[config.mk]
export PLATFORM = sky130hd
export DESIGN_NAME = insn_fetch
export DESIGN_NICKNAME = d
export VERILOG_FILES = /design/src/rtl/insn_pkg.sv /design/src/rtl/fetch_fifo.sv /design/src/rtl/insn_fetch.sv
export SDC_FILE = /design/constraint.sdc
export NUM_CORES = 1
export LEC_CHECK = 0
export ABC_CLOCK_PERIOD_IN_PS = 9300
export BUFFER_PORTS_ARGS = -buffer_cell sky130_fd_sc_hd__clkbuf_2
export CAP_MARGIN = 20
export CORE_UTILIZATION = 58
export CTS_CLUSTER_DIAMETER = 120
export DETAILED_ROUTE_END_ITERATION = 12
export HOLD_SLACK_MARGIN = 0.15
export PLACE_DENSITY = 0.84
export SYNTH_ARGS = -nofsm -noshare
export SYNTH_HDL_FRONTEND = slang
export SYNTH_SLANG_ARGS = --single-unit
[constraint.sdc]
create_clock -name clk -period 9.3 [get_ports clk]
set_input_delay 0.93 -clock clk [delete_from_list [all_inputs] [get_ports clk]]
set_output_delay 0.93 -clock clk [all_outputs]
set_load 0.005 [all_outputs]
[src/rtl/insn_pkg.sv]
// Shared types and constants for the instruction fetch unit and its buffer.
package insn_pkg;

  localparam int PC_W   = 10;
  localparam int INSN_W = 32;
  localparam logic [PC_W-1:0] RESET_PC = '0;

  typedef enum logic [1:0] {
    BOOT,
    RUN,
    FLUSH
  } fetch_state_t;

  typedef struct packed {
    logic [INSN_W-1:0] insn;
    logic [PC_W-1:0]   pc;
  } fetch_entry_t;

  // Word index increment; wraps modulo 2^PC_W.
  function automatic logic [PC_W-1:0] next_pc(input logic [PC_W-1:0] pc);
    return pc + {{(PC_W-1){1'b0}}, 1'b1};
  endfunction

endpackage

[src/rtl/fetch_fifo.sv]
// Two-entry shift-style FIFO of fetch entries; entry0 is always the head,
// so the head keeps its last value once the buffer drains.
module fetch_fifo
  import insn_pkg::*;
(
  input  logic         clk,
  input  logic         rst_n,
  input  logic         push,
  input  fetch_entry_t din,
  input  logic         pop,
  input  logic         flush,
  output fetch_entry_t head,
  output logic [1:0]   count
);

  fetch_entry_t entry0;
  fetch_entry_t entry1;

  always_ff @(posedge clk) begin
    if (!rst_n) begin
      count  <= '0;
      entry0 <= '0;
      entry1 <= '0;
    end else if (flush) begin
      count <= '0;
    end else begin
      count <= count + {1'b0, push} - {1'b0, pop};
      case (count)
        2'd0: begin
          if (push) entry0 <= din;
        end
        2'd1: begin
          if (push && pop)  entry0 <= din;
          else if (push)    entry1 <= din;
        end
        default: begin
          // Full: a push is only ever accompanied by a pop here.
          if (pop)  entry0 <= entry1;
          if (push) entry1 <= din;
        end
      endcase
    end
  end

  assign head = entry0;

endmodule

[src/rtl/insn_fetch.sv]
// Instruction fetch: owns the PC, issues to insn_mem, buffers responses for decode.
// Optional performance counters are built when FETCH_PERF_EN is defined.
module insn_fetch
  import insn_pkg::*;
(
  input  logic              clk,
  input  logic              rst_n,
  output logic [PC_W-1:0]   pc_out,
  input  logic [INSN_W-1:0] insn_out,
  input  logic              redirect_valid,
  input  logic [PC_W-1:0]   redirect_pc,
  output logic              fetch_valid,
  input  logic              fetch_ready,
  output logic [INSN_W-1:0] fetch_insn,
  output logic [PC_W-1:0]   fetch_pc
`ifdef FETCH_PERF_EN
  ,
  output logic [31:0]       perf_issue_cnt,
  output logic [31:0]       perf_stall_cnt
`endif
);

  logic [PC_W-1:0] pc_reg;
  logic [PC_W-1:0] inflight_pc;
  logic            inflight;
  fetch_state_t    fetch_state;

  logic [1:0]      count;
  fetch_entry_t    head;
  fetch_entry_t    push_entry;
  logic            pop;
  logic            push;
  logic            issue;
  logic [2:0]      occupancy;

  assign fetch_valid = (count != 2'd0);
  // A redirect wins: the head presented alongside it is not consumed.
  assign pop         = fetch_valid & fetch_ready & ~redirect_valid;
  assign push        = inflight & ~redirect_valid;
  assign occupancy   = {1'b0, count} + {2'b00, inflight} - {2'b00, pop};
  // BOOT and FLUSH start from an empty pipe, so they always issue.
  assign issue       = ~redirect_valid & ((fetch_state != RUN) | (occupancy < 3'd2));

  assign push_entry.insn = insn_out;
  assign push_entry.pc   = inflight_pc;

  always_ff @(posedge clk) begin
    if (!rst_n) begin
      pc_reg      <= RESET_PC;
      inflight    <= 1'b0;
      fetch_state <= BOOT;
    end else begin
      if (redirect_valid) begin
        pc_reg   <= redirect_pc;
        inflight <= 1'b0;
      end else if (issue) begin
        pc_reg   <= next_pc(pc_reg);
        inflight <= 1'b1;
      end else begin
        inflight <= 1'b0;
      end
      fetch_state <= redirect_valid ? FLUSH : RUN;
    end
  end

  always_ff @(posedge clk) begin
    if (issue) inflight_pc <= pc_reg;
  end

  fetch_fifo u_fifo (
    .clk   (clk),
    .rst_n (rst_n),
    .push  (push),
    .din   (push_entry),
    .pop   (pop),
    .flush (redirect_valid),
    .head  (head),
    .count (count)
  );

  assign pc_out     = pc_reg;
  assign fetch_insn = head.insn;
  assign fetch_pc   = head.pc;

`ifdef FETCH_PERF_EN
  always_ff @(posedge clk) begin
    if (!rst_n) begin
      perf_issue_cnt <= '0;
      perf_stall_cnt <= '0;
    end else begin
      if (issue)                     perf_issue_cnt <= perf_issue_cnt + 32'd1;
      if (fetch_valid & ~fetch_ready) perf_stall_cnt <= perf_stall_cnt + 32'd1;
    end
  end
`endif

endmodule
==> parameters.txt <==
Parameter                              Value

Run status
  Outcome    complete, no violations

Critical path
  Worst EP required    9290 ps
  Crit Path Class    primary input to flop
  Start of the worst register-to-register path    u_fifo.count[1]
  Nature of the critical path endpoint    flop
  Signal arrival time at the worst endpoint    3450 ps
  Crit start category    primary input
  FF-to-FF path depth    8
  Destination of the worst register-to-register timing path    inflight_pc[0]
  Worst Path Max Fanout    14
  R2r setup slk    6300 ps

Die
  Rows    32
  Core ar.    0.00773 mm2
  DIE AREA    0.00837 mm2
  Starting density of the core    60.1%
  X dimension of the die    91.5 um
  Vertical die dimension    91.5 um
  Number of top-level design ports    99

Clocking
  Count of hold-fix buffers inserted at cts    0
  Maximum root-to-sink buffer count    2
  Num CTS Buffers    9
  Number of H-tree levels    3
  # clock sinks    109
  Clock tree from TritonCTS    done
  # Post-CTS Setup Buffers    0
  Clock tree root driver cell    sky130_fd_sc_hd__clkbuf_8
  # resized after CTS    0
  Skew-Pair Late Insertion Delay    370 ps
  Post-CTS clock slew at the launch and capture registers of the worst setup and hold paths    90 ps

Global route
  Number of global-route vias before repair    3426
  First-pass GRT wire length    15600 um
  Maximum number of pins on one net before global-route repair    96
  Overall global routing resource usage    23.2%
  Total overflow reported by the global router    0
  Antenna violations before repair    0

Detailed routing
  Final antenna-violating net count    0
  Average wire per cell in the routed design    13.8 um
  Total via count after detailed routing    3663
  Iteration-0 DRC count of the detailed router    119
  Routed via count divided by cell count    5.44
  DRC Markers    0
  Routed wire length    9310 um
  1st-pass router iterations    4

Synthesis
  Most used flip-flop cell after synthesis    sky130_fd_sc_hd__dfxtp_1
  Synth Register Bits    109
  Number of distinct library cells after synthesis    42
  Sequential fraction of the synthesis area    49.1%
  Number of flops mapped to enable cells by yosys    10
  Mean Syn Cell Area    9.54 um2
  Post-Synthesis Cells    487
  FFs w/ async S/R, synth    0%
  Post-Synthesis Net Count    537
  Number of warning messages in the yosys log    0
  Synthesized cell area    0.00465 mm2

Final layout
  Highest-count cells in the layout ignoring fill and taps    sky130_fd_sc_hd__nand2_1 (132), sky130_fd_sc_hd__dfxtp_1 (98), sky130_fd_sc_hd__clkbuf_2 (98)
  Antenna diode count    0
  Layout overhead on the synthesized area    14.8%
  Share of post-route cells with drive strength above 1    21.2%
  Filler instances    639
  Most frequent standard cell in the layout excluding fill and tap cells    sky130_fd_sc_hd__nand2_1
  Net count of the finished layout    616
  Util after Layout    69.0%

Timing
  Worst clock skew on the final layout    14.4 ps
  Number of max-slew violations in the final report    0
  Setup TNS    0 ps
  Number of hold violations in the final report    0
  Fmax    289 MHz
  RSZ-0062 raised after global routing    false
  Min Tclk post-route    3460 ps
  Post-route fraction of the period consumed by the critical path    37.2%
  Actual transition at the worst max-transition pin    858 ps
  Endpoints failing setup    0
  Worst-case headroom to the max-slew limit    42.8%

Hold path
  Worst Hold Launch    u_fifo.entry1[8]
  Class of the worst hold path    flop to flop
  Number of cells on the worst hold path    2
  Hold Path Sink    u_fifo.entry1[8]

Run
  Max_cap viols    0

Placed design
  Final GP Congestion    0.844
  HPWL reported at the end of detailed placement    6050 um
  Number of port buffers    98

Power
  Cell area power density    155 mW/mm2
  Cell leakage power    2.45 nW
  Worst IR Drop VDD    0.0789 mV
  Overall power    827 uW
## critical path, stage by stage
cell and delay [ps]:
sky130_fd_sc_hd__clkbuf_2 200, sky130_fd_sc_hd__or4_1 640, sky130_fd_sc_hd__nand2_1 120, sky130_fd_sc_hd__and2_1 140
sky130_fd_sc_hd__fa_1 480, sky130_fd_sc_hd__inv_1 110, sky130_fd_sc_hd__a21oi_1 200, sky130_fd_sc_hd__nor2_1 630
## through the flow
stage / setup WS [ps] / hold WS, ps / instances / instance area [um2]
4_1_cts: 5840 / 472 / 672 / 5320
3_5_place_dp: 5460 / 459 / 656 / 5150
3_3_place_gp: 5550 / 452 / 656 / 5150
2_1_floorplan: 6010 / 443 / 487 / 4650
6_report: 5840 / 470 / 673 / 5340
5_1_grt: 5640 / 497 / 673 / 5340
## layer usage
layer / GRT usage, % / routed length [um]
met1: 29.3 / 4240
met2: 39.5 / 4550
met3: 4.02 / 397
met4: 8.99 / 124
met5: 0 / 0
## state kept, by name, indices dropped and copies added, names as in the netlist
name,cells
fetch_state,2
inflight,1
inflight_pc,10
pc_out,10
u_fifo.count,2
u_fifo.entry1,42
u_fifo.head,42
## final cells by class
type                            instances  area, um2  area share, %
Clock buffer                           10        128           2.39
Sequential cell                       109       2280           42.8
Clock inverter                          6       40.0          0.750
Inverter                                5       18.8          0.352
Multi-Input combinational cell        338       2200           41.2
Tap cell                              102        128           2.39
Timing Repair Buffer                  103        541           10.1
## logic make-up (layout without fill, tap and decap cells)
family / count (synthesis) / after routing / share of synthesized area [%]
AND/OR/NAND/NOR: 172 / 172 / 15.6
AO/OA/AOI/OAI: 116 / 116 / 20.2
flip-flops: 109 / 109 / 49.1
multiplexers: 42 / 42 / 9.05
buffers and inverters: 40 / 124 / 4.01
adder cells (fa/ha/maj): 4 / 4 / 1.24
XOR/XNOR: 4 / 4 / 0.754
## cell usage after synthesis, types with 2 or more instances
library cell,n,share of area (%)
sky130_fd_sc_hd__o21ai_0,10,1.1
sky130_fd_sc_hd__clkbuf_1,14,1.1
sky130_fd_sc_hd__xor2_1,2,0.38
sky130_fd_sc_hd__a21oi_1,3,0.32
sky130_fd_sc_hd__edfxtp_1,10,6.5
sky130_fd_sc_hd__nor3_1,3,0.32
sky130_fd_sc_hd__dfxtp_1,99,43
sky130_fd_sc_hd__and3_1,2,0.27
sky130_fd_sc_hd__o21ai_1,2,0.22
sky130_fd_sc_hd__o211ai_1,2,0.32
sky130_fd_sc_hd__nand2_1,132,11
sky130_fd_sc_hd__nand3b_1,3,0.48
sky130_fd_sc_hd__ha_1,3,0.81
sky130_fd_sc_hd__or3_1,4,0.54
sky130_fd_sc_hd__xnor2_1,2,0.38
sky130_fd_sc_hd__and2_1,3,0.40
sky130_fd_sc_hd__a31oi_1,5,0.67
sky130_fd_sc_hd__nor2_1,7,0.57
sky130_fd_sc_hd__mux2i_1,42,9.0
sky130_fd_sc_hd__o22ai_1,2,0.27
sky130_fd_sc_hd__a21boi_0,42,6.8
sky130_fd_sc_hd__nand2b_1,2,0.27
sky130_fd_sc_hd__buf_2,17,1.8
sky130_fd_sc_hd__nand3_1,6,0.65
sky130_fd_sc_hd__buf_4,4,0.65
sky130_fd_sc_hd__nor2b_1,5,0.67
sky130_fd_sc_hd__inv_1,5,0.40
sky130_fd_sc_hd__o211a_1,42,9.0
## report_power, final
part           switching (mW)  internal (mW)
logic                  0.0364         0.0356
clock network           0.152         0.0971
registers              0.0138          0.492
## worst max-delay path by stage
stage | startpoint | endpoint | cells after the start
global placement | redirect_valid | inflight_pc[2] | 8
global route | redirect_valid | inflight_pc[0] | 8
finish | redirect_valid | inflight_pc[0] | 8
floorplan | redirect_valid | inflight_pc[0] | 7
CTS | redirect_valid | inflight_pc[8] | 8
detailed placement | redirect_valid | inflight_pc[8] | 8
No activity file was read; power rests on OpenSTA's default activity.
